File: src/rtl/fifo_frame_reader.sv
// Read-side drain engine: pulls samples from the audio FIFO and re-emits them
// as framed valid/ready beats through a 2-entry output buffer.
module fifo_frame_reader #(
    parameter int unsigned DATA_WIDTH = 16,
    parameter int unsigned FRAME_LEN  = 1024
) (
    input  logic                  rd_clk,
    input  logic                  rd_rst,
    input  logic                  enable,
    output logic                  rd_en,
    input  logic [DATA_WIDTH-1:0] rd_data,
    input  logic                  rd_empty,
    output logic [DATA_WIDTH-1:0] m_data,
    output logic                  m_valid,
    input  logic                  m_ready,
    output logic                  m_last,
    output logic                  busy,
    output logic [15:0]           frame_cnt,
    output logic                  gap_flag,
    input  logic                  gap_clr
);
    localparam int unsigned      CNT_W   = $clog2(FRAME_LEN);
    localparam logic [CNT_W-1:0] CNT_MAX = CNT_W'(FRAME_LEN - 1);

    typedef enum logic [1:0] {IDLE, RUN, DRAIN} state_t;

    state_t                             state;
    state_t                             state_nxt;
    logic [CNT_W-1:0]                   rd_cnt;
    logic [CNT_W-1:0]                   beat_cnt;
    logic [1:0][DATA_WIDTH-1:0]         slot;
    logic                               wr_ptr;
    logic                               rd_ptr;
    logic [1:0]                         occ;
    logic                               inflight;
    logic                               pop;
    logic                               push;
    logic                               last_pop;
    logic                               rd_wrap;
    logic                               gap_set;
    logic [2:0]                         level;

    assign m_valid  = (occ != 2'd0);
    assign m_data   = slot[rd_ptr];
    assign m_last   = m_valid && (beat_cnt == CNT_MAX);
    assign pop      = m_valid && m_ready;
    assign push     = inflight;
    assign last_pop = pop && m_last;
    assign busy     = (state != IDLE);
    assign gap_set  = (state == RUN) && (rd_cnt != '0) && rd_empty;

    always_ff @(posedge rd_clk or posedge rd_rst) begin
        if (rd_rst) state <= IDLE;
        else        state <= state_nxt;
    end

    // Reads are issued only in RUN and only while buffer + in-flight stays below 2 after this cycle's pop
    always_comb begin
        state_nxt = state;
        rd_en     = 1'b0;
        level     = 3'(occ) + 3'(inflight);
        if ((state == RUN) && !rd_empty && (level < (3'd2 + 3'(pop))))
            rd_en = 1'b1;
        rd_wrap   = rd_en && (rd_cnt == CNT_MAX);
        case (state)
            IDLE:    if (enable && !rd_empty) state_nxt = RUN;
            RUN:     if (rd_wrap && !enable)  state_nxt = DRAIN;
            DRAIN:   if (last_pop)            state_nxt = IDLE;
            default: state_nxt = IDLE;
        endcase
    end

    always_ff @(posedge rd_clk or posedge rd_rst) begin
        if (rd_rst) begin
            rd_cnt    <= '0;
            beat_cnt  <= '0;
            inflight  <= 1'b0;
            frame_cnt <= 16'd0;
            gap_flag  <= 1'b0;
        end else begin
            inflight <= rd_en;
            if (rd_en)    rd_cnt   <= rd_wrap ? '0 : rd_cnt + 1'b1;
            if (pop)      beat_cnt <= m_last  ? '0 : beat_cnt + 1'b1;
            if (last_pop) frame_cnt <= frame_cnt + 16'd1;
            // A starvation event in the same cycle as a clear keeps the flag set
            if (gap_set)      gap_flag <= 1'b1;
            else if (gap_clr) gap_flag <= 1'b0;
        end
    end

    // Two-entry ring: data returned by the FIFO lands at the tail one cycle after rd_en
    always_ff @(posedge rd_clk or posedge rd_rst) begin
        if (rd_rst) begin
            slot   <= '0;
            wr_ptr <= 1'b0;
            rd_ptr <= 1'b0;
            occ    <= 2'd0;
        end else begin
            if (push) begin
                slot[wr_ptr] <= rd_data;
                wr_ptr       <= ~wr_ptr;
            end
            if (pop) rd_ptr <= ~rd_ptr;
            if (push && !pop)      occ <= occ + 2'd1;
            else if (pop && !push) occ <= occ - 2'd1;
        end
    end

    a_no_overflow: assert property (@(posedge rd_clk) disable iff (rd_rst)
        !(push && !pop && (occ == 2'd2)));

endmodule
File: config.mk
export PLATFORM = sky130hd
export DESIGN_NAME = fifo_frame_reader
export DESIGN_NICKNAME = d
export VERILOG_FILES = /design/src/rtl/fifo_frame_reader.sv
export SDC_FILE = /design/constraint.sdc
export NUM_CORES = 1
export LEC_CHECK = 0
export ABC_CLOCK_PERIOD_IN_PS = 2300
export BUFFER_PORTS_ARGS = -buffer_cell sky130_fd_sc_hd__buf_2
export CORE_ASPECT_RATIO = 1.5
export CORE_MARGIN = 5
export CORE_UTILIZATION = 58
export CTS_BUF_LIST = sky130_fd_sc_hd__clkbuf_4
export CTS_CLUSTER_DIAMETER = 30
export DETAILED_ROUTE_END_ITERATION = 16
export PLACE_DENSITY = 0.94
export SLEW_MARGIN = 10
export SYNTH_ARGS = -nofsm -noshare
export SYNTH_HDL_FRONTEND = slang
export SYNTH_SLANG_ARGS = --single-unit
export TNS_END_PERCENT = 20
File: constraint.sdc
create_clock -name rd_clk -period 2.3 [get_ports rd_clk]
set_clock_uncertainty 0.1 [all_clocks]
set_input_delay 0 -clock rd_clk [delete_from_list [all_inputs] [get_ports rd_clk]]
set_output_delay 0 -clock rd_clk [all_outputs]
set_load 0.02 [all_outputs]
; ---- Word-level counts from Yosys, hierarchy flattened
; Index checks and enable logic that the tools add are counted.
[classes]
add_sub_neg = 7
order_cmp = 4
n_eq_ne = 7
muxes = 16
bitwise = 2
reduce_logical = 24
[op_table]
columns = operator, count
row1 = two-way mux 16 bit, 3
row2 = bitwise mux 32 bit, 1
row3 = "adder 10 x 1 -> 10 bit, second input constant", 2
row4 = "== test 10 bit, second input constant", 2
row5 = two-way mux 10 bit, 2
row6 = "adder 16 x 1 -> 16 bit, second input constant", 1
row7 = demux 16 bit (select 1 bit), 1
row8 = logical AND 1 bit, 13
row9 = two-way mux 2 bit, 5
row10 = nonzero test 10 bit, 1
row11 = nonzero test 2 bit, 4
row12 = one-hot mux 2 bit (3 select lines), 1
row13 = zero test 1 bit, 4
row14 = "< comparator 1 x 2 -> 1 bit, second input constant", 2
row15 = "!= test 2 bit, second input constant", 2
row16 = adder 2 x 1 -> 3 bit, 1
row17 = "adder 2 x 1 -> 3 bit, first input constant", 1
row18 = < comparator 3 bit, 1
row19 = two-way mux 1 bit, 3
row20 = AND reduction 3 bit, 1
row21 = "adder 2 x 1 -> 2 bit, second input constant", 1
row22 = "== test 2 x 1 -> 1 bit, second input constant", 1
row23 = "== test 2 bit, second input constant", 1
row24 = zero test 2 bit, 1
row25 = 4 further kinds, 5
[word_totals]
reg_bits = 76
elab_cells = 71

; ---- Depth between registers and ports, before layout
; Gate-level depths: netlist of the first run.
[depth]
depth_word = 10
ltp_mapped = 8
ltp_nobuf = 7

; ---- Least setup slack after synthesis of the first run
; OpenSTA, ideal clock, no wires.
[synth_timing]
path_kind = reg2reg
from = register occ[0]
to = register rd_cnt[9]
arrival_time_ps = 1629
required_ps = 2080
path_slack_ps = 451
stages_incl_launch_ff = 9
path_cell_list = dfrtp_1 > or2_1 > and2_1 > buf_6 > inv_4 > o21ai_2 > and2_1 > buf_6 > a31o_1
[synth_between]
elab_chain_len = 8
elab_cells_between_ends = 9
[synth_lines]
columns = item, line_no
row1 = "start, declared", 34  ; logic [1:0] occ;
row2 = "start signal, assigned", 104  ; if (push && !pop) occ <= occ + 2'd1;
row3 = "start signal, assigned", 105  ; else if (pop && !push) occ <= occ - 2'd1;
row4 = nonzero test 2 bit *, 43  ; assign m_valid = (occ != 2'd0);
row5 = net m_valid, 14  ; output logic m_valid,
row6 = logical AND 1 bit *, 46  ; assign pop = m_valid && m_ready;
row7 = adder 2 x 1 -> 3 bit *, 62  ; if ((state == RUN) && !rd_empty && (level < (3'd2 + 3'(pop))))
row8 = < comparator 3 bit *, 62
row9 = logical AND 1 bit *, 62
row10 = two-way mux 1 bit *, 62
row11 = net rd_en, 10  ; output logic rd_en,
row12 = logical AND 1 bit, 64  ; rd_wrap = rd_en && (rd_cnt == CNT_MAX);
row13 = two-way mux 10 bit, 82  ; if (rd_en) rd_cnt <= rd_wrap ? '0 : rd_cnt + 1'b1;
row14 = "end signal, assigned", 82
row15 = "end, declared", 29  ; logic [CNT_W-1:0] rd_cnt;
; Mark *: on every way through the listed nets, which the timed path passes. The rest lies on a longest branch.
; A chain may end at the register's enable or synchronous reset.

; ---- Final worst setup path of the first run
[layout_timing]
from = register occ[0]
to = output rd_en
[layout_between]
elab_chain_len = 6
elab_cells_between_ends = 7
[layout_lines]
columns = item, line_no
row1 = nonzero test 2 bit, 43
row2 = logical AND 1 bit, 46
row3 = adder 2 x 1 -> 3 bit, 62
row4 = < comparator 3 bit *, 62
row5 = logical AND 1 bit *, 62
row6 = two-way mux 1 bit *, 62
row7 = "end, declared", 10
; Every way passes the cells marked *; elsewhere a longest branch is shown, timed or not.

==> results of run 1 <==
## area by class of cell
class	count	area, µm²	share of cell area [%]
flip-flops and latches	76	1904	43.34
multi-input cells	201	1615	36.76
repair buffers	88	583.1	13.27
well taps	74	92.59	2.107
clock inverters	7	91.34	2.079
clock buffers	9	67.56	1.538
inverters	10	40.04	0.9112
## routing by layer
layer  global-route usage, %  wire [µm]  up-vias
li1                        -          -     1249
met1                   24.47       2897     1299
met2                   34.65       4071       62
met3                   4.128        275       24
met4                   12.34        258        0
met5                       0          0        -
## flip-flops by register name, summed over array words and instances, names as in the netlist
register   count
slot          32
frame_cnt     16
beat_cnt      10
rd_cnt        10
occ            2
state          2
gap_flag       1
inflight       1
rd_ptr         1
wr_ptr         1
## what timing repair did
| action | CTS | global route |
|---|---|---|
| buffers inserted | 0 | 2 |
| hold buffers | 22 | 0 |
| endpoints found under the hold margin | 76 | 0 |
| setup endpoints to repair | 0 | 1 |
| resized for setup | 0 | 4 |
## layout by cell type, fill, tap and decap left out, drive strengths merged, types with 3 or more instances in the layout
cell	instances
nand2b	3
or2	4
and4	3
nand2	13
mux2	49
clkbuf	9
nor4	5
o21ai	6
ha	7
dlygate4sd3	22
nand4	13
buf	66
dfrtp	76
xor2	13
nand3	16
inv	10
xnor2	18
and2	3
nor2	14
a31oi	3
nor3	7
clkinvlp	3
## kinds of logic (layout without fill, tap and decap cells)
family	after synthesis	count (layout)	share of synthesized area, %
mux	50	50	15.54
buf+inv	19	114	2.769
xor+xnor	31	31	7.511
compound gates	23	23	4.846
fa+ha+maj	7	7	2.423
simple gates	90	90	14.30
flops	76	76	52.61
## metrics by stage
step | hold WS [ps] | instances
after floorplan | 7.288 | 296
after global placement | 30.71 | 425
after detailed placement | 51.46 | 425
after CTS | 129.4 | 463
after global routing | 190.3 | 465
final | 140.7 | 465
## worst reg2reg max path: stages, from the launching register on
cell      delay, ps
dfrtp_1         420
ha_1            280
o2111a_2        290
nand4_2         190
nor4b_1         450
xor2_1          190
## report_power, final
part | internal (mW) | switching [mW] | total (mW)
clock | 0.435 | 0.454 | 0.889
sequential | 1.79 | 0.345 | 2.13
combinational | 0.944 | 0.976 | 1.92
total | 3.16 | 1.77 | 4.94
## worst min path at each step
| stage | end | slack, ps | cells after the start |
|---|---|---|---|
| after detailed placement | slot[3]$_DFFE_PP0P_ | 50 | 2 |
| after floorplan | gap_flag$_DFFE_PP0P_ | 7 | 1 |
| after global routing | slot[0]$_DFFE_PP0P_ | 190 | 3 |
| after CTS | slot[18]$_DFFE_PP0P_ | 130 | 3 |
| after global placement | slot[3]$_DFFE_PP0P_ | 30 | 2 |
| final | slot[1]$_DFFE_PP0P_ | 140 | 3 |
==> metrics.cfg, run 1 <==
[layout]
post-route-util_pct=71.67
stdcell_area_um2=4394
final_nets=415
drive_gt1_share_pct=37.60
antenna_cells=0
syn2layout_area_growth_pct=21.56
nFillCells=423

[clocking]
cts-root-buf=clkbuf_4
clk_pin_slew_ps=130
cts-buffers-inserted=9
clock-sinks=76
htree_levels=3
cts_tree=done
clockBufferDepth=2
clock_latency_ps=410

[critical_path]
path_cells=ha_1 -> ha_1 -> nor3b_1 -> buf_4 -> and2_2 -> buf_2
critical_path_required_ps=2200
cp_top_family=flip-flops
slowest_delay_ps=480
worstSetupStartpointType=register
critPathCapture=rd_en
rr_startpoint=beat_cnt[0]$_DFFE_PP0N_
crit_slowest_cell=dfrtp_2
path_buf_inv=2
r2r-end=frame_cnt[13]$_DFFE_PP0N_
rrSetupSlack_ps=310
endpoint_kind=output port
cp_data_arrival_time_ps=2000
startpoint=occ[0]$_DFFE_PP0P_
worstRegToRegCells=5
crit_top_cell=ha_1
worstPathMaxFanout=7
path_depth=6
crit_type=register to output port

[placed_design]
gp_congestion=0.8919
post-dp-hpwl_um=5151
placedInstanceArea_um2=3995
io_buffers=58
place_ws_ps=353.6

[timing]
final.period_utilization_pct=91.10
slew_viol_final=0
rsz0062_at_grt=false
fmax_mhz=477.3
setup_ws_ps=204.7
max-slew-margin-rel_pct=53.15
period_minus_slack_ps=2095
tns_ps=0
hold_viol=0
setup_viol=0
tightest_slew_ps=701.7

[grt]
grt_max_degree=45
grt_pass1_vias=2766
antenna_found_initial=0
grt.total_usage_pct=20.93
grt_overflow=0
grt_pass1_wl_um=12650

[synth]
netlist_area_um2=3615
yosysTopAreaCell=dfrtp_1
ys.flop_type=dfrtp_1
synth_area_leaders=dfrtp_1, mux2_2, xnor2_1
synth_area_per_cell_um2=12.21
synthTopCellsByCount=dfrtp_1, mux2_2, xnor2_1
ys_seq_area_share_pct=52.61
synth-edff-count=0
ys_async_sr_fraction_pct=100.0
synth_cells=296
ys_ff_latch=76
syn-num-nets=325
yosysTopAreaCellShare_pct=52.61
yosysUniqueCellTypes=47
yosys_warnings=0
yosysMostFrequentCell=dfrtp_1

[floorplanning]
rows=35
core_um2=6131
die_h_um=106.7
boundaryPins=59
start_util_pct=58.96
die_w_um=74.46
die-area_um2=7944

[drt]
postRouteWirelength_um=7502
drcViolationCount=0
routedWlPerCell_um=16.13
dr_total_vias=2634
vias_per_cell=5.665
final_antenna_net_count=0
drt_iter0_drc=134
firstDrtPassIters=4

[run]
cap_violations=0

[power_and_ir_drop]
finalPower_mw=4.938
p_leak_nw=2.042
vdd_drop_max_uv=539.2
power.density_nw_per_um2=1124

[hold_path]
hold_class=primary input to asynchronous set/reset pin

[status]
status=complete, no violations

No activity file was read; power rests on OpenSTA's default activity.
==> inputs of run 2 (changes only) <==
Settings changed: BUFFER_PORTS_ARGS -buffer_cell sky130_fd_sc_hd__buf_2 to unset, CORE_ASPECT_RATIO 1.5 to 0.6, CORE_UTILIZATION 58 to 66, DONT_BUFFER_PORTS set to 1.
==> metrics.cfg, run 2 (synthesis gave the netlist of run 1 again) <==
[critical_path]
crit_type=register to output port
worstSetupStartpointType=register
rrSetupSlack_ps=330  ; +20 ps
crit_slowest_cell=dfrtp_2
cp_data_arrival_time_ps=2040  ; +40 ps
cp_top_family=flip-flops
endpoint_kind=output port
path_cells=ha_1 -> ha_1 -> nor3b_1 -> buf_4 -> and2_2 -> buf_4
slowest_delay_ps=470  ; about the same
critical_path_required_ps=2200  ; about the same
path_buf_inv=2  ; unchanged
worstPathMaxFanout=7  ; unchanged

[floorplanning]
start_util_pct=69.78  ; +11 points
die_h_um=67.33  ; -37%
rows=20  ; -43%
die-area_um2=7105  ; -11%
die_w_um=105.5  ; +42%
boundaryPins=59  ; unchanged
core_um2=5180  ; -16%

[drt]
postRouteWirelength_um=7805  ; +4.0%
drcViolationCount=0  ; unchanged
dr_total_vias=2510  ; -4.7%
routedWlPerCell_um=19.37  ; +20%
drt_iter0_drc=242  ; +81%
firstDrtPassIters=5  ; +1
vias_per_cell=6.228  ; +10%
final_antenna_net_count=0  ; unchanged

[placed_design]
placedInstanceArea_um2=3717  ; -7.0%
io_buffers=0  ; -100%
post-dp-hpwl_um=5038  ; -2.2%
gp_congestion=0.9034  ; +1.3%
place_ws_ps=400.7  ; +47.10 ps

[timing]
slew_viol_final=0  ; unchanged
max-slew-margin-rel_pct=49.44  ; -3.7 points
period_minus_slack_ps=2144  ; +48.83 ps
hold_viol=0  ; unchanged
tns_ps=0  ; unchanged
rsz0062_at_grt=false
fmax_mhz=466.4  ; -2.3%
setup_ws_ps=155.9  ; -48.83 ps
final.period_utilization_pct=93.22  ; +2.1 points
setup_viol=0  ; unchanged
tightest_slew_ps=757.3  ; +55.57 ps

[grt]
grt_overflow=0  ; unchanged
grt.total_usage_pct=23.51  ; +2.6 points
antenna_found_initial=0  ; unchanged
grt_max_degree=41  ; -8.9%
grt_pass1_wl_um=12790  ; +1.1%
grt_pass1_vias=2494  ; -9.8%

[layout]
layout_common_cells=dfrtp_1, mux2_2, dlygate4sd3_1
post-route-util_pct=79.69  ; +8.0 points
top_register=slot
largest_reg_flops=32  ; unchanged
layout_commonest_cell=dfrtp_1
antenna_cells=0  ; unchanged
stdcell_area_um2=4128  ; -6.1%
top_regs=slot (32), frame_cnt (16)
final_nets=361  ; -13%
drive_gt1_share_pct=27.00  ; -11 points
syn2layout_area_growth_pct=14.19

[clocking]
cts-root-buf=clkbuf_4
cts_tree=done
clk_pin_slew_ps=130  ; about the same
clock-sinks=76  ; unchanged
htree_levels=3  ; unchanged
clockBufferDepth=2  ; unchanged
cts-buffers-inserted=9  ; unchanged
clock_latency_ps=410  ; about the same

[status]
status=complete, no violations

[run]
cap_violations=0  ; unchanged

[power_and_ir_drop]
power.density_nw_per_um2=1168  ; +3.9%
vdd_drop_max_uv=735.4  ; +36%
p_leak_nw=1.818  ; -11%

[hold_path]
hold_class=primary input to asynchronous set/reset pin

-- run 2: per-stage QoR --
| step | cells | total power, mW | hold WS [ps] |
|---|---|---|---|
| global placement | 362 | 3.714 | -49.74 |
| global route | 403 | 5.119 | 94.98 |
| detailed placement | 362 | 3.802 | -37.12 |
| CTS | 400 | 4.770 | 81.41 |
| finish | 403 | 4.822 | 69.11 |
| floorplan | 296 | 3.499 | 7.288 |
-- run 2: routing by layer --
| metal | global-route usage (%) | wire length, µm |
|---|---|---|
| met1 | 31.34 | 3361 |
| met2 | 37.38 | 3623 |
| met3 | 8.214 | 681 |
| met4 | 6.300 | 138 |
| met5 | 0 | 0 |
-- run 2: where the power goes --
group / leakage [nW] / internal [mW] / total [mW] / switching (mW)
combinational: 0.789 / 0.796 / 1.71 / 0.917
sequential: 0.944 / 1.78 / 2.19 / 0.409
clock: 0.0846 / 0.447 / 0.918 / 0.472
total: 1.82 / 3.02 / 4.82 / 1.80
-- run 2: path summary, 6_finish.rpt --
check,startpoint,end,cells past startpoint
min reg2reg,wr_ptr$_DFFE_PP0P_,wr_ptr$_DFFE_PP0P_,1
max reg2reg,beat_cnt[0]$_DFFE_PP0N_,frame_cnt[1]$_DFFE_PP0N_,4
max in group asynchronous,rd_rst,rd_cnt[5]$_DFFE_PP0P_,3
min in group rd_clk,rd_empty,gap_flag$_DFFE_PP0P_,3
min,rd_rst,slot[17]$_DFFE_PP0P_,2
max,occ[0]$_DFFE_PP0P_,rd_en,6
-- run 2: area by class of cell --
cell class                      count  area (µm²)
Timing Repair Buffer               34       322.8
Clock buffer                        9       67.56
Clock inverter                      7       97.59
Inverter                           10       40.04
Tap cell                           66       82.58
Fill cell                         296        1052
Multi-Input combinational cell    201        1614
Sequential cell                    76        1903
-- run 2: repair_timing --
action                                  4_1_cts  5_1_grt
setup buffers                                 0        3
hold buffers                                 22        0
endpoints found under the setup margin        1        1
hold endpoints to repair                     93        0
resized for setup                             1        1
pin swaps                                     0        0
-- run 2: worst reg2reg max path, delay by kind of cell, from the launching register on --
family          cells  cell delay (ps)
simple gates        1              400
compound gates      1              290
mux                 1              390
flops               1              420
fa+ha+maj           1              280
